### config.mk
export PLATFORM = sky130hd
export DESIGN_NAME = memory_a_flat
export DESIGN_NICKNAME = d
export VERILOG_FILES = /design/src/rtl/mem_xfer_pkg.sv /design/src/rtl/memory_a_if.sv /design/src/rtl/mem_word_reg.sv /design/src/rtl/memory_a.sv /design/src/flat_wrapper.sv
export SDC_FILE = /design/constraint.sdc
export NUM_CORES = 1
export LEC_CHECK = 0
export BUFFER_PORTS_ARGS = -buffer_cell sky130_fd_sc_hd__buf_4
export CORE_ASPECT_RATIO = 0.6
export CORE_MARGIN = 1.5
export CORE_UTILIZATION = 45
export CTS_CLUSTER_DIAMETER = 100
export CTS_CLUSTER_SIZE = 24
export DETAILED_ROUTE_END_ITERATION = 6
export REMOVE_ABC_BUFFERS = 1
export SYNTH_ARGS = -nofsm -noshare
export SYNTH_HDL_FRONTEND = slang
export SYNTH_HIERARCHICAL = 1
export SYNTH_SLANG_ARGS = --single-unit
### constraint.sdc
create_clock -name clk -period 1.35 [get_ports clk]
set_clock_uncertainty 0.15 [all_clocks]
set_input_delay 0.135 -clock clk [delete_from_list [all_inputs] [get_ports clk]]
set_output_delay 0.135 -clock clk [all_outputs]
set_load 0.05 [all_outputs]
### src/rtl/mem_xfer_pkg.sv
// Shared constants and types for the memory-to-memory transfer path
// (memory A, memory B and the transfer controller).
package mem_xfer_pkg;

    localparam int DATA_WIDTH = 8;
    localparam int ADDR_WIDTH = 3;
    localparam int DEPTH      = 1 << ADDR_WIDTH;

    typedef logic [DATA_WIDTH-1:0] data_t;
    typedef logic [ADDR_WIDTH-1:0] addr_t;

endpackage

### src/rtl/memory_a_if.sv
// Single-port access bundle for memory A: one shared address, write strobe,
// write data and combinational read data.
interface memory_a_if #(
    parameter int DATA_WIDTH = mem_xfer_pkg::DATA_WIDTH,
    parameter int ADDR_WIDTH = mem_xfer_pkg::ADDR_WIDTH
);

    logic [ADDR_WIDTH-1:0] AddrA;
    logic                  WEA;
    logic [DATA_WIDTH-1:0] DataInA;
    logic [DATA_WIDTH-1:0] DataOut;

    modport master (
        output AddrA,
        output WEA,
        output DataInA,
        input  DataOut
    );

    modport slave (
        input  AddrA,
        input  WEA,
        input  DataInA,
        output DataOut
    );

endinterface

### src/rtl/mem_word_reg.sv
// One storage word of memory A: load-enabled register cleared asynchronously
// so the whole array reads zero the moment reset is asserted.
module mem_word_reg #(
    parameter int DATA_WIDTH = mem_xfer_pkg::DATA_WIDTH
) (
    input  logic                  clk,
    input  logic                  rst_n,
    input  logic                  i_load,
    input  logic [DATA_WIDTH-1:0] i_d,
    output logic [DATA_WIDTH-1:0] o_q
);

    logic [DATA_WIDTH-1:0] r_q;

    always_ff @(posedge clk or negedge rst_n) begin
        if (!rst_n) begin
            r_q <= '0;
        end else if (i_load) begin
            r_q <= i_d;
        end
    end

    assign o_q = r_q;

endmodule

### src/rtl/memory_a.sv
// Memory A: flop-based register file with one shared address port,
// synchronous write and combinational (unregistered) read.
module memory_a #(
    parameter int DATA_WIDTH = mem_xfer_pkg::DATA_WIDTH,
    parameter int ADDR_WIDTH = mem_xfer_pkg::ADDR_WIDTH
) (
    input  logic       clk,
    input  logic       rst_n,
    memory_a_if.slave  mem_if
);

    import mem_xfer_pkg::*;

    localparam int MEM_DEPTH = 1 << ADDR_WIDTH;

    logic [MEM_DEPTH-1:0]  w_word_we;
    logic [DATA_WIDTH-1:0] w_mem [MEM_DEPTH];

    // One-hot write decode; the read path below never looks at WEA, so a
    // same-address write shows the old word until the capturing edge.
    always_comb begin
        w_word_we = '0;
        for (int i = 0; i < MEM_DEPTH; i++) begin
            w_word_we[i] = mem_if.WEA && (mem_if.AddrA == ADDR_WIDTH'(i));
        end
    end

    for (genvar g = 0; g < MEM_DEPTH; g++) begin : gen_word
        mem_word_reg #(
            .DATA_WIDTH (DATA_WIDTH)
        ) u_word (
            .clk    (clk),
            .rst_n  (rst_n),
            .i_load (w_word_we[g]),
            .i_d    (mem_if.DataInA),
            .o_q    (w_mem[g])
        );
    end

    assign mem_if.DataOut = w_mem[mem_if.AddrA];

endmodule

### src/flat_wrapper.sv
// flat-port wrapper written by rule: the top's interface ports become plain ports
module memory_a_flat import mem_xfer_pkg::*;
#(
    parameter int DATA_WIDTH = mem_xfer_pkg::DATA_WIDTH,
    parameter int ADDR_WIDTH = mem_xfer_pkg::ADDR_WIDTH
)
  (clk, rst_n, mem_if_AddrA, mem_if_WEA, mem_if_DataInA, mem_if_DataOut);
  memory_a_if #(.DATA_WIDTH(DATA_WIDTH), .ADDR_WIDTH(ADDR_WIDTH)) mem_if_i ();
  input  logic clk;
  input  logic rst_n;
  input wire logic [$bits(mem_if_i.AddrA)-1:0] mem_if_AddrA;
  input wire logic [$bits(mem_if_i.WEA)-1:0] mem_if_WEA;
  input wire logic [$bits(mem_if_i.DataInA)-1:0] mem_if_DataInA;
  output wire logic [$bits(mem_if_i.DataOut)-1:0] mem_if_DataOut;
  assign mem_if_i.AddrA = mem_if_AddrA;
  assign mem_if_i.WEA = mem_if_WEA;
  assign mem_if_i.DataInA = mem_if_DataInA;
  assign mem_if_DataOut = mem_if_i.DataOut;
  memory_a #(.DATA_WIDTH(DATA_WIDTH), .ADDR_WIDTH(ADDR_WIDTH)) u_core (.clk(clk), .rst_n(rst_n), .mem_if(mem_if_i));
endmodule
======== Yosys cells after proc, flatten, opt, wreduce, memory -nomap -nowiden ========
Index checks and enable logic that the tools add are counted.
cells by class
  $lt $le $gt $ge ......................... 1
  eq/ne operators ......................... 7
  multiplexer cells ....................... 3
  bitwise logic cells ..................... 1
  reductions and logical operators ........ 9
operator list
  operator                                              count
  binary-select mux 8 bit (select 3 bit)                1
  2-to-1 mux 8 bit                                      2
  equality test 3 bit (second input constant)           4
  logical AND 1 bit                                     8
  equality test 3 x 2 -> 1 bit (second input constant)  2
  >= comparator 4 bit (second input constant)           1
  NOT 3 -> 4 bit                                        1
  equality test 3 x 1 -> 1 bit (second input constant)  1
  zero test 3 bit                                       1
word-level totals
  bits in registers ....................... 64
  input bits .............................. 14
  output and inout port bits .............. 8
  logic and storage cells ................. 29

======== Depth between registers and ports, before layout ========
  word-level depth ........................ 4
  depth in mapped cells ................... 7
  mapped depth without buffers ............ 4

======== Hierarchy ========
Netlist, hierarchy kept.
by module, submodules not included
  module        times used  cells an instance  area an instance (um2)  seq. area each (um2)
  mem_word_reg  8           17                 331.6                   200.2
  memory_a      1           72                 629.4                   0.0

======== Least setup slack after synthesis ========
OpenSTA, ideal clock, no wires.
  kind .................................... in2out
  start point ............................. input mem_if_AddrA[1]
  end point ............................... output mem_if_DataOut[0]
  data arrival time ....................... 1.897 ns
  required time ........................... 1.065 ns
  path slack .............................. -0.832 ns
  stages on the path ...................... 5
  path buffers ............................ 2
  cells stage by stage .................... buf_4 -> buf_6 -> mux2i_1 -> o2bb2ai_1 -> a221oi_1
on the way
  cells in the longest elaborated chain, start to end .. 4
RTL lines
  element                                              RTL line            source
  start, declared                                      flat_wrapper.sv:11  input wire logic [$bits(mem_if_i.AddrA)-1:0] mem_if_AddrA;
  NOT 3 -> 4 bit (not written as such)                 memory_a.sv:40      assign mem_if.DataOut = w_mem[mem_if.AddrA];
  binary-select mux 8 bit (select 3 bit)               memory_a.sv:40
  2-to-1 mux 8 bit (not written as such) (2 in a row)  memory_a.sv:40
  end, declared                                        flat_wrapper.sv:14  output wire logic [$bits(mem_if_i.DataOut)-1:0] mem_if_DataOut;
Every way passes these cells. The select of a mux whose other input is x is not followed.

======== Worst setup path in the final report ========
  start point ............................. register u_core.gen_word[7].u_word.r_q[4]
  end point ............................... output mem_if_DataOut[4]
on the way
  cells in the longest elaborated chain, start to end .. 3
RTL lines
  element                                              RTL line            source
  start, declared                                      mem_word_reg.sv:13  logic [DATA_WIDTH-1:0] r_q;
  start signal, assigned                               mem_word_reg.sv:19  r_q <= i_d;
  binary-select mux 8 bit (select 3 bit)               memory_a.sv:40
  2-to-1 mux 8 bit (not written as such) (2 in a row)  memory_a.sv:40
Every way passes these cells. The select of a mux whose other input is x is not followed.

==> metrics.csv <==
metric;value;unit
CTS sink cnt;64;
Cells after Synth;208;
Clk Latency, worst-skew pair;320;ps
global-route wire length before repair;12230;microns
final total negative setup slack;-2927;ps
Buffers on Ports;21;
Netlist cell types;25;
Slew @ Worst Pin;310.3;ps
Clock Tree Buf Depth;2;
Worst IR Drop VDD;0.001108;V
CP Max Fanout;2;
Leak Pwr;2.092;nW
Pwr Total;6.930;mW
switching pwr;1.775;mW
min cycle time layout;1789;ps
Gate power share;29.2;%
Required @ worst endpoint;1070;ps
all-layer global routing usage;21.12;%
RD Place Congestion;0.7596;
largest net degree at the start of global routing;65;
routed wire length;7599;microns
Mean Syn Cell Area;15.78;sq um
clock network power share;32.9;%
achievable clock frequency;558.9;MHz
Seq/Total Area, Yosys;48.80;%
std cell rows;23;
Max-Cap Viols;0;
max layer used;met4;
unrepaired setup endpoints after global routing;yes;
vias;2054;
die height;69.15;microns
ANT cells;0;
vias per cell;5.200;
Hold Vio Cnt, Final;0;
PwrDens;1555;nW/um^2
Post-Place Setup Slack;-281.0;ps
starting density of the core;47.92;%
CTS tree;done;
io pins;22;
design area;4458;sq um
status;finished with violations;
R2R Setup Slk;80;ps
antenna violations before repair;0;
final setup violation count;8;
nets@finish;319;
final worst setup slack;-439.3;ps
Area growth syn-to-layout;35.84;%
Metal-1 WL;3920;microns
Sequential Power Share;37.9;%
Pre-Repair DR Iteration Count;4;
failing checks;negative setup slack;
number of DRC markers in iteration 0;91;
Pins Over Slew Limit;0;
met2 WL;3313;microns
internal power;5.155;mW
routed wl met3;285;microns
DIE AREA;7831;sq um
critical path type;reg2out;
worst reg-to-reg path cell count;4;
WL/cell;19.24;microns
relative slew slack;78.72;%
Sw Share;25.62;%
H-tree depth;3;
Worst Setup End Kind;output pin;
root buffer cell;clkbuf_16;
vias in the first global route;2206;
R2R Path End;u_core/gen_word[7].u_word/o_q[4]$_DFFE_PN0P_;
post-DP HPWL;4857;microns
layout cell share with drive strength beyond 1;67.21;%
path category of the worst min-delay check;in2async;
core area;6849;sq um
Worst-path clk slew;50;ps
Antenna Nets Post-Route;0;
number of synthesized register bits;64;
yosys warns;6;
max reg flops;64;
origin of the critical flop-to-flop path;u_core/gen_word[7].u_word/o_q[4]$_DFFE_PN0P_;
CTS Buf Count;9;
fin crit share;132.5;%
kind of start point of the critical path;flip-flop;
Post-DP Area;3882;sq um
DRC viols;0;
Post-Syn Area;3282;sq um
Worst Path Arrival;1500;ps
grt total ovfl;0;
Die Wd;113.3;microns
kinds of logic after synthesis:
family	synth area share, %
buffers and inverters	4.766
AOI/OAI and AO/OA	2.669
DFF	48.80
muxes	39.54
and+or+nand+nor	4.232
cells in the mapped netlist:
cell type  number  area [sq um]
buf_8           1         15.01
o2bb2ai_1       2         17.52
nand2_1        13         48.80
mux4_2          1         22.52
clkbuf_1        1         3.750
a221oi_1        2         17.52
nor2_1         11         41.29
mux2_2          7         78.83
buf_6          10         112.6
mux2_1          1         11.26
nand2b_2        1         8.760
mux4_1          7         183.9
nor3_1          3         15.01
a211oi_1        1         7.510
mux2_4         64         960.9
mux2i_1         4         40.04
o32ai_1         3         26.28
buf_4           1         7.510
dfrtp_1        64          1602
inv_1           2         7.510
nand2b_1        2         12.51
nor2b_1         1         6.260
buf_2           2         10.01
or2_1           1         6.260
o22ai_1         3         18.77
layer usage:
layer	vias to the layer above	global-route usage, %
met1	1064	30.67
met5	-	0
li1	948	-
met2	35	30.44
met4	0	6.389
met3	7	6.332
layout by cell type, fill, tap and decap left out, types with 4 or more instances in the layout:
cell / count
dlygate4sd3_1: 9
buf_4: 81
nand2_1: 8
mux2_4: 66
buf_6: 8
nor2_2: 4
clkbuf_16: 9
dfrtp_1: 64
mux2_2: 5
mux4_2: 8
nor2_1: 7
nand2_2: 5
through the flow:
| step | hold slack (ps) | utilization (%) | instances |
|---|---|---|---|
| after floorplan | -310.6 | - | 193 |
| after global placement | 11.31 | 56.69 | 362 |
| after detailed placement | 13.23 | 56.69 | 362 |
| after CTS | 203.9 | 64.12 | 391 |
| after global routing | 227.2 | 65.09 | 395 |
| final | 197.9 | 65.09 | 395 |
final cells by class:
class | instances | area (sq um)
Clock buffer | 11 | 252.7
Fill cell | 530 | 2391
Tap cell | 87 | 108.9
Clock inverter | 3 | 42.54
Inverter | 2 | 7.507
Timing Repair Buffer | 101 | 843.3
Sequential cell | 64 | 1602
Multi-Input combinational cell | 127 | 1602
power groups by stage:
stage	Clock (mW)	Combinational [mW]	Sequential (mW)
floorplan	0	1.11	2.52
CTS	2.33	1.95	2.61
global placement	0	1.72	2.61
detailed placement	0	1.76	2.61
global route	2.40	2.15	2.67
finish	2.28	2.02	2.63
how the worst max path moves through the flow:
| stage | depth (start not counted) | slack, ps | start | to |
|---|---|---|---|---|
| after global routing | 4 | -490 | u_core/gen_word[7].u_word/o_q[4]$_DFFE_PN0P_ | mem_if_DataOut[4] |
| after floorplan | 3 | -680 | u_core/gen_word[7].u_word/o_q[0]$_DFFE_PN0P_ | mem_if_DataOut[0] |
| after global placement | 5 | -250 | mem_if_AddrA[1] | u_core/gen_word[3].u_word/o_q[4]$_DFFE_PN0P_ |
| after CTS | 4 | -450 | u_core/gen_word[7].u_word/o_q[4]$_DFFE_PN0P_ | mem_if_DataOut[4] |
| final | 4 | -440 | u_core/gen_word[7].u_word/o_q[4]$_DFFE_PN0P_ | mem_if_DataOut[4] |
| after detailed placement | 5 | -280 | mem_if_AddrA[0] | u_core/gen_word[0].u_word/o_q[4]$_DFFE_PN0P_ |
worst max-delay path, cell delays in order, from the launching register on:
cell and delay [ps]:
dfrtp_1 380, mux4_2 490, nor2_1 100, nor2_1 60
buf_6 150
timing repair:
action                     4_1_cts  5_1_grt
gates resized for setup         26       14
setup buffers                    6        4
hold endpoints to repair       128        0
hold buffers                     9        0
setup endpoints to repair        8       25
pin swaps                        8        3
(Power assumes the default switching activity.)
